## src/rtl/decode_pkg.sv

```systemverilog
// decode_pkg: default widths, register index type and immediate sign extension shared by the
// decode_stage_sb slice (optional WB bypass is selected by DECODE_WB_BYPASS_EN in the top).
package decode_pkg;
   localparam int DEF_XLEN  = 32;
   localparam int DEF_NREG  = 32;
   localparam int DEF_AW    = 5;
   localparam int DEF_IMM_W = 16;
   typedef logic [DEF_AW-1:0] reg_idx_t;
   function automatic logic [DEF_XLEN-1:0] sign_extend(input logic [DEF_IMM_W-1:0] imm);
      return {{(DEF_XLEN-DEF_IMM_W){imm[DEF_IMM_W-1]}}, imm};
   endfunction
endpackage

```

## src/rtl/reg_scoreboard.sv

```systemverilog
// reg_scoreboard: one busy flag per register; a same-cycle set and clear of one flag leaves it set,
// and flag 0 can never become busy.
module reg_scoreboard import decode_pkg::*; #(
   parameter int NREG = DEF_NREG,
   parameter int AW   = DEF_AW
) (
   input  logic            clk,
   input  logic            reset,
   input  logic            set_i,
   input  reg_idx_t        set_addr_i,
   input  logic            clr_i,
   input  reg_idx_t        clr_addr_i,
   output logic [NREG-1:0] busy_o
);
   logic [NREG-1:0] busy_q, busy_d;
   always_comb begin
      busy_d = busy_q;
      if (clr_i) busy_d[clr_addr_i] = 1'b0;
      if (set_i) busy_d[set_addr_i] = 1'b1;
      busy_d[0] = 1'b0;
   end
   always_ff @(posedge clk or posedge reset)
      if (reset) busy_q <= '0;
      else busy_q <= busy_d;
   assign busy_o = busy_q;
endmodule

```

## src/rtl/decode_stage_sb.sv

```systemverilog
// decode_stage_sb: ID stage with register file, scoreboard RAW/WAW stall and a registered ID/EX slot.
// Define DECODE_WB_BYPASS_EN to forward wb_data to a source that retires in the same cycle.
module decode_stage_sb import decode_pkg::*; #(
   parameter int XLEN  = DEF_XLEN,
   parameter int NREG  = DEF_NREG,
   parameter int AW    = DEF_AW,
   parameter int IMM_W = DEF_IMM_W
) (
   input  logic             clk,
   input  logic             reset,
   input  logic             if_valid,
   output logic             id_ready,
   input  logic [AW-1:0]    inst_rs,
   input  logic [AW-1:0]    inst_rt,
   input  logic [AW-1:0]    inst_rd,
   input  logic [IMM_W-1:0] inst_imm,
   input  logic             reg_dst,
   input  logic             reg_write,
   input  logic             wb_valid,
   input  logic [AW-1:0]    wb_addr,
   input  logic [XLEN-1:0]  wb_data,
   input  logic             ex_ready,
   output logic             id_valid,
   output logic [XLEN-1:0]  id_rs_data,
   output logic [XLEN-1:0]  id_rt_data,
   output logic [IMM_W-1:0] id_imm_raw,
   output logic [XLEN-1:0]  id_sext_imm,
   output logic [XLEN-1:0]  id_imm_shl2,
   output logic [AW-1:0]    id_dst,
   output logic             id_reg_write
);
   logic [NREG-1:0] busy;
   logic [XLEN-1:0] rf_q [NREG];
   logic [AW-1:0] dst, dst_q;
   logic [XLEN-1:0] rs_val, rt_val, rs_q, rt_q;
   logic [IMM_W-1:0] imm_q;
   logic rs_haz, rt_haz, wr_en, hazard, accept, valid_q, rw_q;
   assign dst   = reg_dst ? inst_rd : inst_rt;
   assign wr_en = reg_write & (dst != '0);
`ifdef DECODE_WB_BYPASS_EN
   logic rs_byp, rt_byp;
   assign rs_byp = wb_valid & (wb_addr == inst_rs) & (inst_rs != '0);
   assign rt_byp = wb_valid & (wb_addr == inst_rt) & (inst_rt != '0);
   assign rs_haz = busy[inst_rs] & ~rs_byp;
   assign rt_haz = busy[inst_rt] & ~rt_byp;
   assign rs_val = rs_byp ? wb_data : rf_q[inst_rs];
   assign rt_val = rt_byp ? wb_data : rf_q[inst_rt];
`else
   assign rs_haz = busy[inst_rs];
   assign rt_haz = busy[inst_rt];
   assign rs_val = rf_q[inst_rs];
   assign rt_val = rf_q[inst_rt];
`endif
   // WAW: a writer may not issue while an older write to the same register is in flight
   assign hazard   = if_valid & (rs_haz | rt_haz | (reg_write & busy[dst]));
   assign id_ready = ~hazard & (~valid_q | ex_ready);
   assign accept   = if_valid & id_ready;
   reg_scoreboard #(.NREG(NREG), .AW(AW)) u_sb (
      .clk(clk), .reset(reset),
      .set_i(accept & wr_en), .set_addr_i(dst),
      .clr_i(wb_valid), .clr_addr_i(wb_addr),
      .busy_o(busy)
   );
   // Entry 0 is never written, so it reads as zero without a read-side mux
   always_ff @(posedge clk or posedge reset)
      if (reset) for (int i = 0; i < NREG; i++) rf_q[i] <= '0;
      else if (wb_valid && wb_addr != '0) rf_q[wb_addr] <= wb_data;
   always_ff @(posedge clk or posedge reset)
      if (reset) begin
         valid_q <= 1'b0;
         rs_q    <= '0;
         rt_q    <= '0;
         imm_q   <= '0;
         dst_q   <= '0;
         rw_q    <= 1'b0;
      end else if (accept) begin
         valid_q <= 1'b1;
         rs_q    <= rs_val;
         rt_q    <= rt_val;
         imm_q   <= inst_imm;
         dst_q   <= dst;
         rw_q    <= wr_en;
      end else if (ex_ready) valid_q <= 1'b0;
   assign id_valid     = valid_q;
   assign id_rs_data   = rs_q;
   assign id_rt_data   = rt_q;
   assign id_imm_raw   = imm_q;
   assign id_sext_imm  = sign_extend(imm_q);
   assign id_imm_shl2  = {id_sext_imm[XLEN-3:0], 2'b00};
   assign id_dst       = dst_q;
   assign id_reg_write = rw_q;
endmodule

```

## config.mk

```make
export PLATFORM = sky130hd
export DESIGN_NAME = decode_stage_sb
export DESIGN_NICKNAME = d
export VERILOG_FILES = /design/src/rtl/decode_pkg.sv /design/src/rtl/reg_scoreboard.sv /design/src/rtl/decode_stage_sb.sv
export SDC_FILE = /design/constraint.sdc
export NUM_CORES = 2
export LEC_CHECK = 0
export BUFFER_PORTS_ARGS = -buffer_cell sky130_fd_sc_hd__buf_2
export CORE_MARGIN = 2
export CORE_UTILIZATION = 60
export DETAILED_ROUTE_END_ITERATION = 12
export HOLD_SLACK_MARGIN = 0.02
export PLACE_DENSITY = 0.78
export SLEW_MARGIN = 15
export SYNTH_ARGS = -nofsm -noshare
export SYNTH_HDL_FRONTEND = slang
export SYNTH_HIERARCHICAL = 1
export SYNTH_SLANG_ARGS = --single-unit
```

## constraint.sdc

```tcl
create_clock -name clk -period 84 [get_ports clk]
set_input_delay 25.2 -clock clk [delete_from_list [all_inputs] [get_ports clk]]
set_output_delay 25.2 -clock clk [all_outputs]
set_load 0.01 [all_outputs]
```

==> results.md <==
- The proportion of layout cells with a drive suffix above 1 is 0.617.
- The number of buffers inserted during clock tree synthesis is about 120.
- The slew of the pin with the lowest slew margin is 1190 ps.
- In this run the worst path has a maximum fanout of 110.
- The shortest period the worst path allows is 54320 ps.
- The most common library cell in the layout ignoring fill and taps is dfrtp_1.
- The max capacitance violation total is 0.
- In this run, post-CTS repair resized a total of 0 instances.
- The placed standard-cell area is 61200 µm².
- The core region is 98600 µm².
- Power spread over the standard cell area amounts to approximately 26 nW/µm².
- Of the available clock period, the critical path in the final layout requires 0.647.
- The total number of yosys warnings is 6.
- The remaining global-route overflow is 0.
- The clock transition at the registers of the reported paths is 60 ps.
- The global routing usage summed across all routing layers is 0.334.
- The count of final max-slew check failures is 0.
- The nature of the critical path endpoint is a primary output.
- In this run the mean area of a mapped cell was 16.2 µm².
- The H-tree depth reported by CTS is 3.
- The I/O pin count is 227.
- The floorplan step set the die height to 320 µm.
- The total via count after detailed routing is ~36000.
- The synthesized netlist occupies a cell area of 59800 µm².
- In the synthesized netlist, the number of instances is between 3000 and 4000.
- In the final routed layout, each cell accounts on average for 33.2 µm.
- The die covers 102000 µm².
- Entering global routing, the biggest net connects 202 pins.
- After detailed routing, the number of remaining DRC violations is 0.
- In this run the clock root is driven by a clkbuf_16.
- The worst vdd rail ir drop is between 0.000015 and 0.00002 V.
- The setup path with the least slack is of type primary input to primary output.
- The row count is approximately 120.
- The number of global-route vias before repair is 38600.
- The worst clock skew is 22.8 ps.
- The detail route stage leaves a number of antenna-violating nets equal to 0.
- At the worst endpoint, the arrival time is 29120 ps.
- The detailed router finished its first iteration with 3927 violations.
- The analysis attributes to net switching a power of about 460 µW.
- Leaving out fill and tap cells, the most frequent cells in the layout are 1142 x dfrtp_1, 1115 x mux2_2, 652 x mux4_2, 216 x buf_2, 120 x clkbuf_16.
- The count of state elements after synthesis is 1142.
- Of the total power, the share spent switching nets is 0.275.
- After synthesis, the share of flip-flops with an asynchronous set or reset is 1.00.
- Cell internal power was estimated by the tool at 1220 µW.
- The share of power burned in the clock network is 0.332.
- The floorplan die width is 320 µm.
- Routability-driven placement finished with a final weighted congestion of 0.838.
- TritonCTS built the clock tree.
- Buffers placed on the I/O ports in this run total 224.
- The final core area utilization is 0.664.
- The initial antenna violation count came to 8.
- The worst hold path belongs to the class flop to flop.
- The share of synthesized area in the top cell type comes to 0.478.
- The maximum count of clock buffers along a single path is 3.
- The final hold violation count is 0.
- The layout overhead on the synthesized area is 9.39%.
- The first TritonRoute pass finished after 5 iterations.
- Once layout is done, the placed cells without fillers occupy 65400 µm².
- For this configuration, the core starts out at a cell density of 0.607.
- Setup violations remaining at the end of the flow were counted as 0.
- The flow ran to the end, and the final reports show no timing, DRC or antenna violations.
- STA classifies the critical path startpoint as a primary input.
- The dominant cell type by area after synthesis is dfrtp_1.
- Of the total power, registers draw 0.448.
- Setup repair after global routing left no endpoint under its margin.
- The number of buffers inserted by hold repair at cts is 0.
- By area the synthesized netlist is led by dfrtp_1 48%, mux4_2 25%, mux2_2 21%.
- The worst pin sits at a relative slew slack of 0.207.
- The half-perimeter wire length of the detailed placement result is between 90000 and 100000 µm.
- The leakage power total is 0.0283 µW.
- Clock tree synthesis found a total of 1142 sinks.
- The fraction of the yosys area taken by sequential cells is 0.478.
- The worst endpoint required time is slightly below 60000 ps.
- In the routed layout, each cell is associated on average with a via count of 7.19.
- The overall power is roughly 1700 µW.
- The first-pass GRT wire length is between 200000 and 300000 µm.
- The clock reaches the later pin of the worst-skew pair after 730 ps.
- The total wirelength of the detailed-routed design is 167000 µm.
- The logic gate share of total power is 0.220.
- The number of nets in the finished design is 3701.
- The number of buffers inserted by post-CTS setup repair is 0.
- The number of distinct library cell variants in the gate-level netlist after synthesis is 55.
- The count of flip-flops with a built-in enable after synthesis is 0.
- The fmax is ~18 MHz.
- The most used flip-flop cell after synthesis is dfrtp_1.
- The setup TNS after final layout is 0 ps.
## synth_stat cells, drive strengths merged (6+ instances only)
cell / instances
nand3: 15
mux4: 652
nand3b: 13
mux2i: 7
nor2b: 7
nor2: 21
dfrtp: 1142
buf: 190
nand2b: 21
or3: 6
o21ai: 66
a21oi: 7
clkbuf: 277
a22oi: 9
nand2: 35
mux2: 1145
inv: 9
or3b: 8
## power groups by stage
| stage | clock network (µW) | registers (µW) | logic [µW] |
|---|---|---|---|
| after floorplan | 0 | 740 | 283 |
| after global placement | 0 | 742 | 357 |
| after detailed placement | 0 | 760 | 370 |
| after CTS | 566 | 751 | 372 |
| after global routing | 590 | 767 | 393 |
| final | 559 | 754 | 370 |
## worst paths after layout
kind	slack [ps]	depth (start not counted)	to	startpoint
max reg2reg	80350	8	id_rt_data[0]	u_sb/busy_o[2]
min	400	0	rf_q[1013]	rf_q[1013]
max	29680	10	id_ready	inst_rs[1]
min reg2reg	400	0	rf_q[1013]	rf_q[1013]
max in group asynchronous	56100	5	rf_q[544]	reset
min in group asynchronous	24630	2	u_sb/busy_o[21]	reset
## stage by stage
stage          hold slack [ps]  instances  setup slack (ps)
6_report                   397       5015             29680
5_1_grt                    405       5014             29470
4_1_cts                    397       5010             29710
3_5_place_dp               382       4790             29740
3_3_place_gp               376       4790             29660
2_1_floorplan              441       3683             27520
## flip-flops by register name, summed over array words and instances, names as in the netlist
name	flops
id_dst	5
id_reg_write	1
u_sb/busy_o	31
id_imm_raw	16
id_rs_data	32
id_valid	1
rf_q	1024
id_rt_data	32
## metal layers
metal / wire, µm / share of wire / track usage
met1: 65400 / 0.39 / 0.466
met5: 62 / 0.00037 / 0
met4: 6630 / 0.040 / 0.134
met2: 79700 / 0.48 / 0.517
met3: 14800 / 0.089 / 0.0755
## cells by family (layout without fill, tap and decap cells)
group / count (synthesis) / in the layout / share of synthesized area
flip-flops: 1142 / 1142 / 0.478
AND/OR/NAND/NOR: 150 / 150 / 0.0140
buffers and inverters: 476 / 518 / 0.0350
other: 2 / 6 / 0.000126
AO/OA/AOI/OAI: 108 / 108 / 0.0109
multiplexers: 1804 / 1804 / 0.462
## cell type report
type / count / area [µm²]
diodes: 3 / 7.51
clock buffers: 160 / 3370
clock inverters: 60 / 787
fillers: 6477 / 33100
inverters: 9 / 41.3
multi-input cells: 2065 / 29300
flip-flops and latches: 1142 / 28600
well taps: 1287 / 1610
repair buffers: 289 / 1750
## critical path: stages
cell	delay, ps
buf_8	730
buf_4	970
mux4_2	600
mux2_2	270
a21oi_1	180
nand4_1	140
a221oi_2	320
nand3_1	170
a21boi_0	200
buf_2	160
Power figures use the tool's default switching activity.
